===== config.mk =====
export PLATFORM = sky130hd
export DESIGN_NAME = door_guard
export DESIGN_NICKNAME = d
export VERILOG_FILES = /design/src/rtl/door_lock_pkg.sv /design/src/rtl/rise_detect.sv /design/src/rtl/door_guard.sv
export SDC_FILE = /design/constraint.sdc
export NUM_CORES = 1
export LEC_CHECK = 0
export CORE_MARGIN = 1.5
export CORE_UTILIZATION = 45
export DETAILED_ROUTE_END_ITERATION = 7
export GPL_ROUTABILITY_DRIVEN = 0
export MAX_ROUTING_LAYER = met4
export PLACE_DENSITY = 0.66
export RECOVER_POWER = 100
export SYNTH_ARGS = -nofsm -noshare
export SYNTH_HDL_FRONTEND = slang
export SYNTH_SLANG_ARGS = --single-unit

===== constraint.sdc =====
create_clock -name clk -period 2.74 [get_ports clk]
set_input_delay 0.548 -clock clk [delete_from_list [all_inputs] [get_ports clk]]
set_output_delay 0.548 -clock clk [all_outputs]
set_load 0.005 [all_outputs]

===== src/rtl/door_lock_pkg.sv =====
// Shared definitions for the door lock datapath: guard state encoding,
// default policy constants and the common counter width.
package door_lock_pkg;

    typedef enum logic [1:0] {
        ARMED   = 2'd0,
        OPEN    = 2'd1,
        LOCKOUT = 2'd2
    } guard_state_t;

    localparam int CNT_W = 3;

    localparam int DEF_MAX_FAILS      = 3;
    localparam int DEF_MAX_LOCKOUTS   = 2;
    localparam int DEF_OPEN_CYCLES    = 8;
    localparam int DEF_LOCKOUT_CYCLES = 16;
    localparam int DEF_TMR_W          = 8;

endpackage


===== src/rtl/rise_detect.sv =====
// Single-cycle pulse on the rising edge of a level input.
module rise_detect (
    input  logic clk,
    input  logic reset,
    input  logic d,
    output logic pulse
);

    logic d_q;

    always_ff @(posedge clk) begin
        if (reset) begin
            d_q <= 1'b0;
        end else begin
            d_q <= d;
        end
    end

    // Combinational so the guard reacts on the same edge that samples the input.
    assign pulse = d & ~d_q;

endmodule


===== src/rtl/door_guard.sv =====
// Door relay driver with consecutive-failure lockout and sticky alarm.
// The current guard state is visible as the internal signal 'state'.
module door_guard
    import door_lock_pkg::*;
#(
    parameter int MAX_FAILS      = DEF_MAX_FAILS,
    parameter int MAX_LOCKOUTS   = DEF_MAX_LOCKOUTS,
    parameter int OPEN_CYCLES    = DEF_OPEN_CYCLES,
    parameter int LOCKOUT_CYCLES = DEF_LOCKOUT_CYCLES,
    parameter int TMR_W          = DEF_TMR_W
) (
    input  logic             clk,
    input  logic             reset,
    input  logic             unlock_in,
    input  logic             error_in,
    input  logic             alarm_clr,
    output logic             door_open,
    output logic             lockout,
    output logic             alarm,
    output logic [CNT_W-1:0] fail_cnt,
    output logic [CNT_W-1:0] lock_cnt
);

    localparam logic [TMR_W-1:0] OPEN_LOAD  = TMR_W'(OPEN_CYCLES - 1);
    localparam logic [TMR_W-1:0] LOCK_LOAD  = TMR_W'(LOCKOUT_CYCLES - 1);
    localparam logic [CNT_W-1:0] FAIL_LIMIT = CNT_W'(MAX_FAILS);
    localparam logic [CNT_W-1:0] LOCK_LIMIT = CNT_W'(MAX_LOCKOUTS);

    guard_state_t     state;
    logic [TMR_W-1:0] timer;
    logic             unlock_rise;
    logic             error_rise;
    logic [CNT_W-1:0] fail_inc;
    logic [CNT_W-1:0] lock_inc;
    logic [CNT_W-1:0] lock_next;
    logic             lock_event;
    logic             alarm_set;

    rise_detect u_unlock_rise (
        .clk   (clk),
        .reset (reset),
        .d     (unlock_in),
        .pulse (unlock_rise)
    );

    rise_detect u_error_rise (
        .clk   (clk),
        .reset (reset),
        .d     (error_in),
        .pulse (error_rise)
    );

    assign fail_inc   = fail_cnt + CNT_W'(1);
    assign lock_inc   = lock_cnt + CNT_W'(1);
    assign lock_next  = (lock_cnt == LOCK_LIMIT) ? lock_cnt : lock_inc;
    assign lock_event = (state == ARMED) && error_rise && (fail_inc == FAIL_LIMIT);
    assign alarm_set  = lock_event && (lock_inc == LOCK_LIMIT);

    always_ff @(posedge clk) begin
        if (reset) begin
            state     <= ARMED;
            timer     <= '0;
            door_open <= 1'b0;
            lockout   <= 1'b0;
            alarm     <= 1'b0;
            fail_cnt  <= '0;
            lock_cnt  <= '0;
        end else begin
            case (state)
                ARMED: begin
                    // An error always outranks a coincident unlock.
                    if (error_rise) begin
                        if (lock_event) begin
                            state    <= LOCKOUT;
                            fail_cnt <= '0;
                            lock_cnt <= lock_next;
                            timer    <= LOCK_LOAD;
                            lockout  <= 1'b1;
                        end else begin
                            fail_cnt <= fail_inc;
                        end
                    end else if (unlock_rise && !alarm) begin
                        state     <= OPEN;
                        fail_cnt  <= '0;
                        timer     <= OPEN_LOAD;
                        door_open <= 1'b1;
                    end
                end
                OPEN: begin
                    if (timer != '0) begin
                        timer <= timer - TMR_W'(1);
                    end else begin
                        door_open <= 1'b0;
                        state     <= ARMED;
                    end
                end
                LOCKOUT: begin
                    if (timer != '0) begin
                        timer <= timer - TMR_W'(1);
                    end else begin
                        lockout <= 1'b0;
                        state   <= ARMED;
                    end
                end
                default: begin
                    state <= ARMED;
                end
            endcase

            // A same-cycle alarm set beats the admin clear.
            if (alarm_set) begin
                alarm <= 1'b1;
            end else if (alarm_clr) begin
                alarm    <= 1'b0;
                lock_cnt <= '0;
            end
        end
    end

endmodule


==> impl_results.md <==
- Outcome: complete, no violations
- Hold Path Sink: alarm
- Die footprint: 0.002982 mm^2
- CORE AREA: 0.002500 mm^2
- Max Freq: 423.4 MHz
- Synth Flop Type: dfxtp_1
- Multi-input logic area: 701.9 um^2
- Sequential power share: 0.369
- Post-route ant nets: 0
- CTS tree: built
- Most common cell in the synthesized netlist: dfxtp_1
- P_sw: 0.0005070 W
- Grt total ovfl: 0
- Post_cts resized: 0
- Synth area leaders: dfxtp_1 (35%), ha_1 (10%), a21oi_1 (5.0%)
- Vias per cell: 5.376
- Starting Density: 0.4795
- IO buf count: 13
- Antenna violations before repair: 0
- Chip height: 54.61 um
- Synth Register Bits: 21
- Root buf cell: clkbuf_4
- Synth unique cells: 38
- Synth Area in Adders: 0.1044
- Largest family of logic cells by synthesized area: simple AND/OR/NAND/NOR gates
- Final net count: 172
- Layout cells sized above 1: 0.03846
- Synth top cells by count: dfxtp_1 (21), nor2_1 (13), a21oi_1 (12), inv_1 (12), ha_1 (10)
- Slew Viols, Final: 0
- Post-synthesis sequential area ratio: 0.3507
- First-pass GRT wire length: 4153 um
- Hold path depth: 2
- Crit end category: register
- Final Hold Vio Count: 0
- Antenna fix cells: 0
- Synthesized instance count: 142
- Largest net degree at the start of global routing: 16
- Worst Skew: 0.01273 ns
- Cell Int Power: 0.0006739 W
- Number of synthesized flops with an enable pin: 0
- Syn_nets: 157
- Clock Sinks: 21
- H-tree Lvls: 1
- Share of the synthesized area in the top cell type: 0.3507
- Tcrit/Tclk final: 0.8620
- Worst-Margin Slew: 0.6855 ns
- Worst Hold Class: register to register
- Pwr per Cell Area: 864.2 mW/mm^2
- Initial drt markers: 22
- CTS max path bufs: 2
- Max-slew headroom: 0.5388
- Clk slew on worst S/H paths: 0.14 ns
- Final Total Pwr: 0.001181 W
- Ys Warns: 0
- Critical Path AT: 2.61 ns
- Clk_lat worst skew: 0.31 ns
- Row count: 18
- All-Layer GR Usage: 0.1994
- Simple-gate portion of the synthesized area: 0.2411
- Routed wire length: 2391 um
- RR Startpoint: state[1]
- Hold_buf cts: 0
- Biggest area consumer among synthesized cells: dfxtp_1
- Type of origin of the critical path: register
- FFs w/ async S/R, synth: 0
- Final Util: 0.5465
- MaxCap Viol Count: 0
- Fillers: 236
- Via count: 1000
- DP HPWL: 1825 um
- FF-to-FF path depth: 7
- Mux contribution to synthesized area: 0.02610
- Post-CTS Setup Bufs: 0
- Synth Area in Compound Gates: 0.1921
- Clock group share of total power: 0.135
- Remaining DRCs: 0
- RSZ-0062 raised after global routing: false
- Net Sw Frac: 0.4293
- Wirelength per Cell: 12.85 um
- Synth Area in XOR/XNOR: 0.02923
- Register area: 420.4 um^2
- Crit path kind: register to register
- Fin crit period: 2.362 ns
- Vias in the first global route: 959
- Die width: 54.61 um
- Setup TNS: 0 ns
- TritonCTS buffer count: 3
- Leak Pwr: 0.5585 nW
- TritonRoute pass-1 iters: 4
- Worst VDD drop: 0.0004949 V
- Worst EP required: 2.99 ns
- R2r endpoint: timer[5]
- Post-Syn Area: 0.001199 mm^2
- Synth Area per Inst: 8.441 um^2
- Synth-to-Final Area Change: 13.99%
- Flop2flop setup slack: 0.38 ns
- Combinational power share: 0.497
- Max FO, Critical Path: 11
- HP Start: alarm
- Final setup fails: 0
- Io pins: 14
## cell type report
cell class	instances	share of cell area
multi-input cells	105	0.5137
flip-flops and latches	21	0.3077
repair buffers	14	0.09799
inverters	12	0.03297
well taps	30	0.02747
clock buffers	3	0.01648
clock inverters	1	0.003663
## power groups by stage
stage | logic, W | registers, W | clock network, W
finish | 0.000586 | 0.000435 | 0.000159
global route | 0.000681 | 0.000445 | 0.000169
CTS | 0.000605 | 0.000438 | 0.000163
detailed placement | 0.000602 | 0.000445 | 0
global placement | 0.000582 | 0.000441 | 0
floorplan | 0.000484 | 0.000432 | 0
## critical path, stage by stage, from the launching register on
cell and delay [ns]:
dfxtp_1 0.39, inv_1 0.07, ha_1 0.32, and3b_1 0.29, a21bo_1 0.33, nand3_2 0.22, or4_1 0.50, a21boi_0 0.17
## flip-flops by register name, indices dropped and copies added, names as in the netlist
register	cells
alarm	1
door_open	1
fail_cnt	3
lock_cnt	3
lockout	1
state	2
timer	8
u_error_rise.d_q	1
u_unlock_rise.d_q	1
## placed cells by master, fill, tap and decap left out, types with 2 or more instances in the layout
cell,netlist,routed
o21ai_0,8,8
clkbuf_4,0,3
dfxtp_1,21,21
a21oi_1,12,12
nor2_1,13,13
a21boi_0,0,4
clkdlybuf4s50_1,0,3
nand4_1,2,2
nor2b_1,5,5
dlygate4sd3_1,0,10
or3_1,4,4
xnor2_1,3,3
nand3_1,8,8
ha_1,10,10
nand2_1,8,8
nand2b_1,2,2
a211oi_1,2,2
a21o_1,2,2
inv_1,12,12
mux2i_1,2,2
and3_1,2,2
## how the worst max path moves through the flow
stage | startpoint | to | slack (ns) | cells past startpoint
after floorplan | unlock_in | timer[5] | 0.85 | 5
after global placement | unlock_in | timer[5] | 0.21 | 6
after detailed placement | unlock_in | timer[5] | 0.15 | 6
after CTS | state[1] | timer[5] | 0.47 | 7
after global routing | state[1] | timer[5] | 0.14 | 7
final | state[1] | timer[5] | 0.38 | 7
## layer usage
| layer | vias up | routed length (um) | global-route usage |
|---|---|---|---|
| met1 | 469 | 1195 | 0.2500 |
| met4 | 0 | 17 | 0.07500 |
| met3 | 2 | 44 | 0.02459 |
| met2 | 8 | 1134 | 0.3254 |
| li1 | 521 | - | - |
| met5 | - | 0 | - |
## through the flow
stage                     hold WS, ns  cell area [um^2]  setup slack [ns]  std cells
after floorplan                0.4569              1199            0.8507        142
after global placement         0.4745              1351            0.2082        182
after detailed placement       0.4777              1351            0.1462        182
after CTS                      0.4996              1379            0.4676        186
after global routing           0.5281              1366            0.1388        186
final                          0.4906              1366            0.3781        186
## logic make-up after synthesis
| family | after synthesis |
|---|---|
| AOI/OAI and AO/OA | 35 |
| xor gates and xnor gates | 4 |
| adders and majority gates | 10 |
| buffers and inverters | 16 |
| DFF | 21 |
| muxes | 3 |
| and+or+nand+nor | 53 |
Note: power is estimated with default switching activity, not from simulation.
==> RTL change 1: new RTL, same flow settings <==
Re-encode `guard_state_t` (3 states) as one-hot, 3 bits wide.
--- a/src/rtl/door_lock_pkg.sv
+++ b/src/rtl/door_lock_pkg.sv
@@ -4,6 +4,6 @@
 
-    typedef enum logic [1:0] {
-        ARMED   = 2'd0,
-        OPEN    = 2'd1,
-        LOCKOUT = 2'd2
+    typedef enum logic [2:0] {
+        ARMED   = 3'b001,
+        OPEN    = 3'b010,
+        LOCKOUT = 3'b100
     } guard_state_t;
Formal check against the unedited RTL: no difference found for any inputs over 10 cycles, from zero or initial values and one cycle with reset high; not proved beyond that.
==> RTL change 1 against the unedited design <==
Wire length increased by 6.9%; sequential cell count increased by 1; area after synthesis increased by 4.2%; fmax increased by 15%; global-route usage decreased by 1.9 points; design area increased by 2.7%; setup slack improved by 0.31 ns.
Power is not compared: it rests on default switching activity, and its combinational part moved more than twofold at a synthesized area within 25%.
==> RTL change 1: results (changes against the unedited design) <==
----------------------------------------------------
[STA]
  Slew margin rel. ... 0.641 (was 0.539)
  Worst Skew ... 0.00602 ns (was 0.0127 ns)

[CTS]
  CTS Buf Count ... 3 (unchanged)
  Number of gates resized after CTS ... 0 (unchanged)
  CTS HTree Levels ... 1 (unchanged)
  Maximum clock path buffer count ... 2 (unchanged)
  Clock latency on the worst-skew pair ... 0.32 ns
  Number of buffers inserted to repair setup after CTS ... 0 (unchanged)
  Cell chosen for the clock root ... clkbuf_4 (unchanged)

[Detailed routing]
  Total Wirelength ... 2.56 mm (was 2.39 mm)
  Total via count in the routed design ... 1052 (was 1000)
  Violation count after the first detailed-route iteration ... 38 (was 22)

[Layout]
  Layout Nets ... 166 (was 172)
  Ant. Diodes ... 0 (unchanged)
  Share of post-route cells with drive strength above 1 ... 0.0588 (was 0.0385)
  Flip-flop count of the largest register after layout ... 8 (unchanged)
  Largest reg by FF count ... timer (unchanged)
  # fillers ... 254 (was 236)

[Global routing]
  Met3 Use GR ... 0.0442 (was 0.0246)
  GR met1 Demand/Resource ... 0.261 (was 0.250)
  Largest net degree at the start of global routing ... 13 (was 16)
  Met2 usage ... 0.248 (was 0.325)
  Antenna violations before repair ... 0 (unchanged)
  All-layer global routing usage ... 0.180 (was 0.199)
  Wire length of the first global-routing pass ... 4.41 mm (was 4.15 mm)
  Vias in the first global route ... 932 (was 959)

[Synthesis]
  Fraction of the yosys area taken by sequential cells ... 0.353 (was 0.351)
  Number of nets in the synthesized netlist ... 152 (was 157)
  Count of yosys warnings during synthesis ... 0 (unchanged)
  Count of cell types in the netlist ... 45 (was 38)
  Top post-synthesis cells by count ... dfxtp_1, nor2_1, a21oi_1 (was dfxtp_1, nor2_1, a21oi_1, inv_1, ha_1)
  Primary flip-flop cell chosen by synthesis mapping ... dfxtp_1 (unchanged)
  Top cells by area in the synthesized netlist ... dfxtp_1, ha_1, nor2_1 (was dfxtp_1, ha_1, a21oi_1)
  Share of synthesized flip-flops with an asynchronous set or reset ... 0 (unchanged)

[Setup path]
  Highest fanout seen on the critical path ... 5 (was 11)
  Family of cells with the greatest summed delay on the critical path ... simple AND/OR/NAND/NOR gates (unchanged)
  Data arrival time of the critical path ... 2.31 ns (was 2.61 ns)
  Max stage delay cell, worst path ... dlygate4sd3_1 (was or4_1)
  Largest stage delay on the critical path ... 0.60 ns (was 0.50 ns)

[Placed design]
  DPL Wire Length ... 1.91 mm (was 1.82 mm)
  Number of input and output port buffers inserted ... 13 (unchanged)

[Worst hold path]
  Hold crit path type ... reg -> reg (unchanged)

[Run status]
  Run status ... completed (unchanged)

[Power and ir drop]
  Total leakage power ... 0.549 nW

----------------------------------------------------
==> RTL change 1: area by class of cell <==
class                           count  area [sq um]  share of cell area
Timing Repair Buffer               14           134              0.0954
Inverter                            9          33.8              0.0241
Tap cell                           30          37.5              0.0267
Clock buffer                        4          36.3              0.0258
Multi-Input combinational cell    104           722               0.514
Sequential cell                    22           440               0.314
==> RTL change 1: worst min-delay path, stage by stage (launching register included) <==
cell	delay (ns)
dfxtp_1	0.33
o41ai_1	0.06
a21oi_1	0.06
==> RTL change 1: stage by stage <==
step	cell area (sq um)	util	setup WS [ns]	cells	power, mW
3_3_place_gp	1390	0.545	0.531	179	0.478
4_1_cts	1420	0.559	0.836	183	0.665
5_1_grt	1400	0.552	0.550	183	0.685
2_1_floorplan	1250	-	1.14	140	0.447
3_5_place_dp	1390	0.545	0.501	179	0.481
6_report	1400	0.552	0.687	183	0.653
==> RTL change 1: kinds of logic after synthesis <==
logic type               Yosys count  synth area share
XOR/XNOR                           4            0.0341
flip-flops                        22             0.353
multiplexers                       2            0.0160
buffers and inverters             14            0.0571
adder cells (fa/ha/maj)            7            0.0701
AO/OA/AOI/OAI                     35             0.190
AND/OR/NAND/NOR                   56             0.280
==> RTL change 1: routing by layer <==
layer / share of wire / wire length [microns] / vias up
li1: - / - / 537
met1: 0.50 / 1290 / 472
met3: 0.064 / 163 / 4
met5: 0 / 0 / -
met4: 0.011 / 29 / 0
met2: 0.42 / 1070 / 39
==> RTL change 1: final timing paths <==
path	endpoint	start	depth (start not counted)	slack (ns)
max	lock_cnt[2]	error_in	5	0.69
min reg2reg	door_open	door_open	2	0.48
max reg2reg	timer[2]	timer[0]	6	0.88
min	door_open	door_open	2	0.48
==> RTL change 1: power breakdown <==
group	total, mW	internal [mW]	switching [mW]
Clock	0.186	0.0813	0.105
Combinational	0.118	0.0523	0.0653
Sequential	0.350	0.333	0.0166
Total	0.653	0.466	0.187
==> RTL change 2: new RTL, same settings <==
Without the edit above. `CNT_W`: 3 -> 6.
--- a/src/rtl/door_lock_pkg.sv
+++ b/src/rtl/door_lock_pkg.sv
@@ -10,3 +10,3 @@
 
-    localparam int CNT_W = 3;
+    localparam int CNT_W = 6;
 
Ports: changed (resized fail_cnt and lock_cnt); port bits go from 14 to 20. No check against the original RTL was run, so the function may have changed too.
==> RTL change 2 against the unedited design <==
Design area is 37% higher; sequential cell count increased by 6; wire length increased by 53%; highest routed layer unchanged; utilization rose by 0.14 points; area after synthesis up 36%; power is 32% higher; critical path type is now in -> reg; combinational power rose by 40%; setup slack worse by 0.082 ns.
==> RTL change 2: results (changes against the unedited design) <==
----------------------------------------------------
[Setup path]
  Largest stage delay on the critical path ... 0.57 ns (was 0.50 ns)
  Max stage delay cell, worst path ... dlygate4sd3_1 (was or4_1)
  Highest fanout seen on the critical path ... 9 (was 11)
  Data arrival time of the critical path ... 2.70 ns (was 2.61 ns)
  Type of the worst setup path ... in -> reg (was reg -> reg)

[CTS]
  Clock latency on the worst-skew pair ... 0.33 ns (was 0.31 ns)

[Global routing]
  All-layer global routing usage ... 0.203 (was 0.199)
  Vias in the first global route ... 1421 (was 959)
  Largest net degree at the start of global routing ... 17 (was 16)
  Wire length of the first global-routing pass ... 6.53 mm (was 4.15 mm)

[Synthesis]
  Synth Instances ... 195 (was 142)
  Fraction of the yosys area taken by sequential cells ... 0.331 (was 0.351)
  Number of nets in the synthesized netlist ... 210 (was 157)
  Count of cell types in the netlist ... 45 (was 38)
  Top cells by area in the synthesized netlist ... dfxtp_1, ha_1, a21oi_1 (unchanged)

[Layout]
  Total area of multi-input combinational cells ... 988 sq um (was 702 sq um)
  Share of post-route cells with drive strength above 1 ... 0.0616 (was 0.0385)
  Layout Nets ... 227 (was 172)
  # fillers ... 331 (was 236)

[STA]
  Worst Skew ... 0.00473 ns (was 0.0127 ns)
  Slew margin rel. ... 0.506 (was 0.539)

[Power and ir drop]
  Switching portion of total power ... 0.453 (was 0.429)
  Total leakage power ... 0.713 nW (was 0.558 nW)

[Run status]
  Run status ... completed (unchanged)

[Detailed routing]
  Violation count after the first detailed-route iteration ... 77 (was 22)
  Mean routed wirelength per cell ... 14.2 microns (was 12.9 microns)
  Routed vias/inst ... 5.89 (was 5.38)

[Placed design]
  Placed cell count ... 253 (was 182)
  Worst Setup Slack post-DPL ... 0.164 ns (was 0.146 ns)
  Area of placed instances ... 1850 sq um (was 1350 sq um)
  DPL Wire Length ... 2.71 mm (was 1.82 mm)

----------------------------------------------------
[RTL change 2: cell types whose count changed after synthesis, sizes merged, moves of 4 or more]
| cell | unedited run | this run |
|---|---|---|
| o31ai | 1 | 9 |
| dfxtp | 21 | 27 |
| a311oi | 0 | 4 |
| nor3 | 1 | 8 |
| buf | 1 | 5 |
| or4 | 1 | 8 |
[RTL change 2: power by group through the flow]
| stage | combinational [mW] | clock [mW] | sequential (mW) |
|---|---|---|---|
| after global routing | 0.932 | 0.199 | 0.568 |
| final | 0.822 | 0.179 | 0.553 |
| after global placement | 0.799 | 0 | 0.554 |
| after detailed placement | 0.821 | 0 | 0.561 |
| after floorplan | 0.622 | 0 | 0.544 |
| after CTS | 0.825 | 0.182 | 0.552 |
[RTL change 2: metal layers]
metal	track usage	part of all wire	wire length, microns	vias to the layer above
met5	-	0	0	-
met4	0.0408	0.0055	20	0
met3	0.0500	0.045	165	2
met2	0.301	0.45	1660	36
met1	0.283	0.50	1820	717
li1	-	-	-	758
[RTL change 2: layout make-up]
class,count,share of cell area
inverter,12,0.0241
multi-input combinational,145,0.528
clock buffer,3,0.0120
tap,46,0.0307
sequential,27,0.289
clock inverter,1,0.00267
timing repair buffer,23,0.114
[RTL change 2: cell families (layout without fill, tap and decap cells)]
| group | Yosys count | count (layout) | share of synthesized area |
|---|---|---|---|
| AND/OR/NAND/NOR | 70 | 70 | 0.247 |
| AO/OA/AOI/OAI | 57 | 57 | 0.236 |
| flip-flops | 27 | 27 | 0.331 |
| buffers and inverters | 23 | 39 | 0.0643 |
| adder cells (fa/ha/maj) | 10 | 10 | 0.0766 |
| XOR/XNOR | 6 | 6 | 0.0322 |
| multiplexers | 2 | 2 | 0.0130 |
[RTL change 2: worst max-delay path: cells and delay by family]
family	cells	cell delay, ns
buf+inv	1	0.57
compound gates	2	0.63
simple gates	3	0.94
[RTL change 2: final timing paths]
check,startpoint,to,slack [ns],cells past startpoint
worst max register to register,fail_cnt[0],timer[4],0.39,6
worst min-delay path,timer[6],timer[6],0.50,2
worst min register to register,timer[6],timer[6],0.50,2
worst max-delay path,error_in,lock_cnt[4],0.30,6
